===== config.mk =====
export PLATFORM = sky130hd
export DESIGN_NAME = instruction_fetch
export DESIGN_NICKNAME = d
export VERILOG_FILES = /design/src/rtl/instruction_fetch.sv
export SDC_FILE = /design/constraint.sdc
export NUM_CORES = 1
export LEC_CHECK = 0
export BUFFER_PORTS_ARGS = -buffer_cell sky130_fd_sc_hd__buf_4
export CORE_ASPECT_RATIO = 0.6
export CORE_MARGIN = 3
export CORE_UTILIZATION = 40
export DETAILED_ROUTE_END_ITERATION = 8
export SYNTH_ARGS = -nofsm -noshare
export SYNTH_HDL_FRONTEND = slang
export SYNTH_SLANG_ARGS = --single-unit

===== constraint.sdc =====
create_clock -name clk -period 4.14 [get_ports clk]
set_input_delay 0 -clock clk [delete_from_list [all_inputs] [get_ports clk]]
set_output_delay 0 -clock clk [all_outputs]
set_load 0.005 [all_outputs]

===== src/rtl/instruction_fetch.sv =====
// instruction_fetch: PC and imem req/ack fetch feeding an IF/ID register, with a stall hold buffer and redirect drain.
module instruction_fetch #(
  parameter logic [31:0] RESET_PC = 32'h0000_0000
) (
  input  logic        clk,
  input  logic        rst_n,
  output logic        imem_req,
  output logic [31:0] imem_addr,
  input  logic        imem_ack,
  input  logic [31:0] imem_rdata,
  input  logic        stall,
  input  logic        redirect,
  input  logic [31:0] redirect_pc,
  output logic        if_valid,
  output logic [31:0] if_instr,
  output logic [31:0] if_pc,
  output logic [31:0] if_pc_plus4,
  output logic [5:0]  opcode,
  output logic [5:0]  funct,
  output logic [4:0]  rs,
  output logic [4:0]  rt,
  output logic [4:0]  rd,
  output logic [15:0] imm16,
  output logic [31:0] fetch_count
);
  typedef enum logic [1:0] {IDLE, FETCH, HOLD, DRAIN} state_t;
  state_t state;
  logic [31:0] pc, pend, hold_instr, hold_pc, tgt;
  assign tgt = redirect_pc & ~32'd3;
  assign imem_req = state == FETCH || state == DRAIN;
  assign imem_addr = pc;
  assign if_pc_plus4 = if_pc + 32'd4;
  assign opcode = if_instr[31:26];
  assign funct = if_instr[5:0];
  assign rs = if_instr[25:21];
  assign rt = if_instr[20:16];
  assign rd = if_instr[15:11];
  assign imm16 = if_instr[15:0];
  always_ff @(posedge clk or negedge rst_n) begin
    if (!rst_n) begin
      state <= IDLE;
      pc <= RESET_PC;
      pend <= '0;
      hold_instr <= '0;
      hold_pc <= '0;
      if_valid <= 1'b0;
      if_instr <= '0;
      if_pc <= '0;
      fetch_count <= '0;
    end else begin
      case (state)
        IDLE: begin
          state <= FETCH;
          if (redirect) pc <= tgt;
        end
        FETCH: begin
          if (redirect) begin
            if_valid <= 1'b0;
            if (imem_ack) pc <= tgt;
            else begin
              // the address stays put until the outstanding request is acked
              pend <= tgt;
              state <= DRAIN;
            end
          end else if (imem_ack) begin
            pc <= pc + 32'd4;
            if (stall) begin
              hold_instr <= imem_rdata;
              hold_pc <= pc;
              state <= HOLD;
            end else begin
              if_instr <= imem_rdata;
              if_pc <= pc;
              if_valid <= 1'b1;
              fetch_count <= fetch_count + 32'd1;
            end
          end else if (!stall) if_valid <= 1'b0;
        end
        DRAIN: begin
          if (redirect) pend <= tgt;
          if (imem_ack) begin
            pc <= redirect ? tgt : pend;
            state <= FETCH;
          end
        end
        HOLD: begin
          if (redirect) begin
            pc <= tgt;
            if_valid <= 1'b0;
            state <= FETCH;
          end else if (!stall) begin
            if_instr <= hold_instr;
            if_pc <= hold_pc;
            if_valid <= 1'b1;
            fetch_count <= fetch_count + 32'd1;
            state <= FETCH;
          end
        end
        default: state <= IDLE;
      endcase
    end
  end
endmodule


==> results of run 1 <==
per-stage QoR:
step	hold slack, ns	power, W
floorplan	-0.296	0.00630
global placement	0.131	0.00798
detailed placement	0.127	0.00811
CTS	0.0379	0.0104
global route	0.124	0.0110
finish	0.0710	0.0102
cells by family after synthesis:
| group | Yosys count | synth area share, % |
|---|---|---|
| AOI/OAI and AO/OA | 194 | 11.1 |
| muxes | 153 | 14.6 |
| buffers and inverters | 124 | 6.02 |
| adders and majority gates | 7 | 0.782 |
| DFF | 227 | 50.7 |
| xor gates and xnor gates | 59 | 4.68 |
| and+or+nand+nor | 262 | 12.1 |
what timing repair did:
item / CTS / global route
hold buffers: 66 / 0
endpoints found under the setup margin: 0 / 0
endpoints found under the hold margin: 231 / 0
layer usage:
layer  wire length, um  part of all wire (%)  vias to the layer above
li1                  -                     -                     4177
met1             15000                    49                     4359
met2             13800                    45                      227
met3              1750                   5.7                       36
met4               363                   1.2                        0
met5                 0                     0                        -
worst paths after layout:
check,end,from,cells after the start
worst min-delay path,state[0],stall,5
worst max register to register,hold_pc[12],state[1],7
max in group asynchronous,hold_pc[19],rst_n,3
worst min register to register,fetch_count[31],fetch_count[31],1
min in group asynchronous,if_pc[11],rst_n,2
worst max-delay path,if_pc_plus4[26],if_pc[2],7
power breakdown:
part | switching [W] | leakage [nW] | internal, W
Sequential | 0.000845 | 2.87 | 0.00310
Clock | 0.000875 | 0.386 | 0.00129
Combinational | 0.00198 | 3.46 | 0.00216
state kept, by name (all words and copies together) (netlist names):
register / flops
fetch_count: 32
hold_instr: 32
hold_pc: 32
if_instr: 32
if_pc: 32
imem_addr: 32
pend: 32
state: 2
if_valid: 1
critical path: stages (launching register included):
cell and delay (ns):
dfrtp_1 0.45, ha_1 0.30, inv_1 0.05, or4_1 0.76, nor4_4 0.43, nand2_1 0.15
xnor2_1 0.16, buf_4 0.13
cell type report:
type                    instances  area share [%]
diodes                          1          0.0170
clock buffers                  35            5.04
clock inverters                 2           0.238
inverters                      20           0.509
multi-input cells             675            33.2
flip-flops and latches        227            38.5
well taps                     360            3.06
repair buffers                355            19.4
cells in the mapped netlist, drive strengths merged (8+ instances only):
cell type  number
nand2         122
xor2           19
a2bb2oi         8
nor3           11
buf            73
o21ai         106
a21oi          17
nand4          26
nor2           32
clkbuf         31
a221oi         14
xnor2          40
inv            20
mux2i          66
nand3          21
and3           13
nor4           11
mux2           87
dfrtp         227
layout by cell type, fill, tap and decap left out, drive strengths merged, types with 3 or more instances in the layout:
cell type,instances
buf,289
dfrtp,227
nand2,122
o21ai,106
mux2,87
mux2i,66
dlygate4sd3,66
xnor2,40
clkbuf,35
nor2,32
nand4,26
nand3,21
inv,20
xor2,19
a21oi,17
a221oi,14
and3,13
nor3,11
nor4,11
a2bb2oi,8
ha,7
and4,7
a222oi,6
and2,6
o22ai,6
nor2b,4
a221o,4
a22oi,4
o22a,4
nand2b,3
a21o,3
a311o,3
a22o,3
o31a,3
==> results.cfg, run 1 <==
[synthesis]
synth_top_area_cell = dfrtp_1
syn-cell-area_mm2 = 0.0112
yosysSeqAreaShare_pct = 50.7
syn-num-nets = 1102
ys_types = 65
synthArstFlopShare_pct = 100
yosysWarnings = 0
synth_edf_count = 0
synthCells = 1026
ys_seq_elements = 227
synth.avg_cell_area_um2 = 10.9
synth_area_leaders = dfrtp_1 51%, mux2_2 8.7%, mux2i_1 5.9%, o21ai_0 4.6%, nand2_1 4.1%
yosysTopAreaCellShare_pct = 50.7
ys.flop_type = dfrtp_1

[routing]
drtIter0Drc = 613
ant_nets = 0
via_per_inst = 5.25
drc = 0
drt-total-wl_um = 30900
first_pass_iters = 6
vias = 8799
wl_per_cell_um = 18.4

[die]
die_area_mm2 = 0.0301
initial_core_util_pct = 41.5
num_rows = 46
die_w_um = 222
ioPinCount = 274
core-area_mm2 = 0.0270
die_y_um = 136

[worst_setup_path]
required_ns = 4.14
r2r_slack_ns = 1.34
path_class = flip-flop to primary output
critPathCaptureType = primary output
cp.arrival_ns = 2.97
cp-start-kind = flip-flop
path_max_fanout = 6

[clocking]
cts_setup_buffers = 0
worstSkewPairLatency_ns = 0.53
cts_made_buffers = 24
root_buffer = clkbuf_16
cts_resized = 0
path_clk_slew_ns = 0.06
htreeDepth = 1
cts_tree = built
numClockSinks = 227
clk_path_buf_depth = 3

[sta]
tightest_slew_ns = 1.22
finalSetupViolations = 0
tns_ns = 0
relSlewSlack_pct = 18.7
fmax_ghz = 0.337
maxSlewViolCount = 0
hold_viol = 0
clock_skew_ns = 0.0175
setup_slack_ns = 1.17
min_period_over_period_pct = 71.7
rsz0062_at_grt = false
period_minus_slack_ns = 2.97

[grt]
grt_util_met2_pct = 30.7
grt_pass1_wl_um = 49200
grt_max_degree = 108
antenna_found_initial = 1
grt_most_used_layer = met2
globalRouteMet3Util_pct = 4.22
grt_pass1_vias = 8650
grt_overflow = 0
gr-usage-all-layers_pct = 20.1
grt_use_met1_pct = 30.1

[final_layout]
seqCellArea_mm2 = 0.00568
fin_util_pct = 54.6
nNetsFinal = 1379
area_growth_pct = 31.6
drive_gt1_share_pct = 33.3
multi_input_area_mm2 = 0.00489
nFillCells = 2405
instances_no_fill = 1675
final_cell_area_mm2 = 0.0147

[place]
place_congestion = 0.799
io_buffer_count = 271
place_worst_setup_slack_ns = 1.30
placed_area_mm2 = 0.0133
placed_cells = 1571
hpwlAfterDp_um = 21200

[flow_run]
maxCapViolCount = 0

[power]
leakagePower_nw = 6.71
pwr_density_cell_mw_per_mm2 = 695
vdd_ir_drop_max_mv = 0.403

[hold_path]
holdCritPathClass = input port to flip-flop

[run_status]
status = completed
No activity file was read; power rests on OpenSTA's default activity.
==> run 2: changes to the inputs <==
==> constraint.sdc (replaced) <==
create_clock -name clk -period 3.11 [get_ports clk]
set_input_delay 0 -clock clk [delete_from_list [all_inputs] [get_ports clk]]
set_output_delay 0 -clock clk [all_outputs]
set_load 0.005 [all_outputs]
==> run 2 against run 1 <==
Final cell count up 0.78%. Combinational power grew 36%. Design area increased by 0.47%. Critical path type unchanged. Largest cell class unchanged.
==> results.cfg, run 2 (synthesis results as in run 1) <==
[run_status]
status = completed

[worst_setup_path]
required_ns = 3.11
critPathCaptureType = primary output
slowest_stage = or4_1
critPathBufInv = 2
cp.arrival_ns = 2.87
critical_path.top_delay_family = simple AND/OR/NAND/NOR gates
crit_path_cell_trace = ha_1 -> inv_1 -> or4_1 -> nor4_4 -> nand2_1 -> xnor2_1 -> buf_4
slowest_delay_ns = 0.67
path_max_fanout = 6
path_class = flip-flop to primary output
cp-start-kind = flip-flop

[die]
num_rows = 46
initial_core_util_pct = 41.5
core-area_mm2 = 0.0270
die_w_um = 222
ioPinCount = 274
die_y_um = 136
die_area_mm2 = 0.0301

[routing]
via_per_inst = 5.23
vias = 8832
drc = 0
drt-total-wl_um = 30900
first_pass_iters = 5
wl_per_cell_um = 18.3
drtIter0Drc = 536
ant_nets = 0

[sta]
hold_viol = 0
period_minus_slack_ns = 2.87
min_period_over_period_pct = 92.2
tightest_slew_ns = 0.937
clock_skew_ns = 0.00913
tns_ns = 0
fmax_ghz = 0.349
relSlewSlack_pct = 37.0
finalSetupViolations = 0
maxSlewViolCount = 0
rsz0062_at_grt = false

[grt]
gr-usage-all-layers_pct = 20.1
grt_overflow = 0
grt_pass1_wl_um = 49000
grt_max_degree = 99
antenna_found_initial = 1
grt_pass1_vias = 8660

[final_layout]
final_common_cell = buf_4
drive_gt1_share_pct = 33.8
area_growth_pct = 32.2
nNetsFinal = 1387
final_cell_mix = 292 x buf_4, 227 x dfrtp_1, 121 x nand2_1
final_cell_area_mm2 = 0.0148
instances_no_fill = 1688

[clocking]
worstSkewPairLatency_ns = 0.52
htreeDepth = 1
cts_tree = built
clk_path_buf_depth = 3
numClockSinks = 227
root_buffer = clkbuf_16
path_clk_slew_ns = 0.06
cts_made_buffers = 23
cts_resized = 0

[hold_path]
holdCritPathClass = input port to flip-flop

[power]
leakagePower_nw = 6.75
pwr_density_cell_mw_per_mm2 = 920
vdd_ir_drop_max_mv = 0.425

[place]
placed_area_mm2 = 0.0134
hpwlAfterDp_um = 21300
io_buffer_count = 271
placed_cells = 1580
place_congestion = 0.804

[flow_run]
maxCapViolCount = 0
[run 2: metal layers]
layer  track usage (%)  share of wire (%)  up-vias
met3              3.77                5.0       32
met5                 0                  0        -
met1              30.3                 49     4392
li1                  -                  -     4194
met4              3.23                1.5        0
met2              30.7                 44      214
[run 2: report_power, final]
part | switching, W | internal, W
combinational | 0.00265 | 0.00296
clock | 0.00118 | 0.00159
sequential | 0.00111 | 0.00412
[run 2: cell type report]
type / count / area, um^2
Fill cell: 2417 / 12200
Sequential cell: 227 / 5680
Multi-Input combinational cell: 675 / 4890
Timing Repair Buffer: 364 / 2970
Clock buffer: 34 / 677
Tap cell: 360 / 450
Inverter: 20 / 75.1
Clock inverter: 7 / 65.1
Antenna cell: 1 / 2.50
[run 2: path summary, 6_finish.rpt]
path,endpoint,cells after the start,slack (ns),start
worst min register to register,fetch_count[31],1,0.47,fetch_count[31]
worst min-delay path,state[0],5,0.06,stall
min in group asynchronous,if_pc[11],2,0.10,rst_n
max in group asynchronous,if_instr[1],3,2.04,rst_n
worst max register to register,imem_addr[21],8,0.58,state[1]
worst max-delay path,if_pc_plus4[30],7,0.24,if_pc[2]
[run 2: repair_timing]
action                    4_1_cts  5_1_grt
buffers inserted                0        0
hold buffers                   66        0
hold endpoints to repair      221        0
[run 2: worst register-to-register path: stages (launching register included)]
cell and delay, ns:
dfrtp_1 0.43, inv_1 0.09, ha_1 0.35, o21ai_1 0.28, o21ai_2 0.22, buf_4 0.28, a221o_1 0.34, a311o_1 0.32
o221a_2 0.12
[run 2: metrics by stage]
| step | setup WS, ns | hold slack [ns] | power (W) | util, % |
|---|---|---|---|---|
| global route | 0.0596 | 0.123 | 0.0146 | 54.9 |
| finish | 0.244 | 0.0577 | 0.0136 | 54.9 |
| global placement | 0.653 | 0.0968 | 0.0107 | 49.7 |
| floorplan | 1.08 | -0.296 | 0.00838 | - |
| detailed placement | 0.597 | 0.0877 | 0.0109 | 49.7 |
| CTS | 0.167 | 0.0318 | 0.0138 | 54.8 |
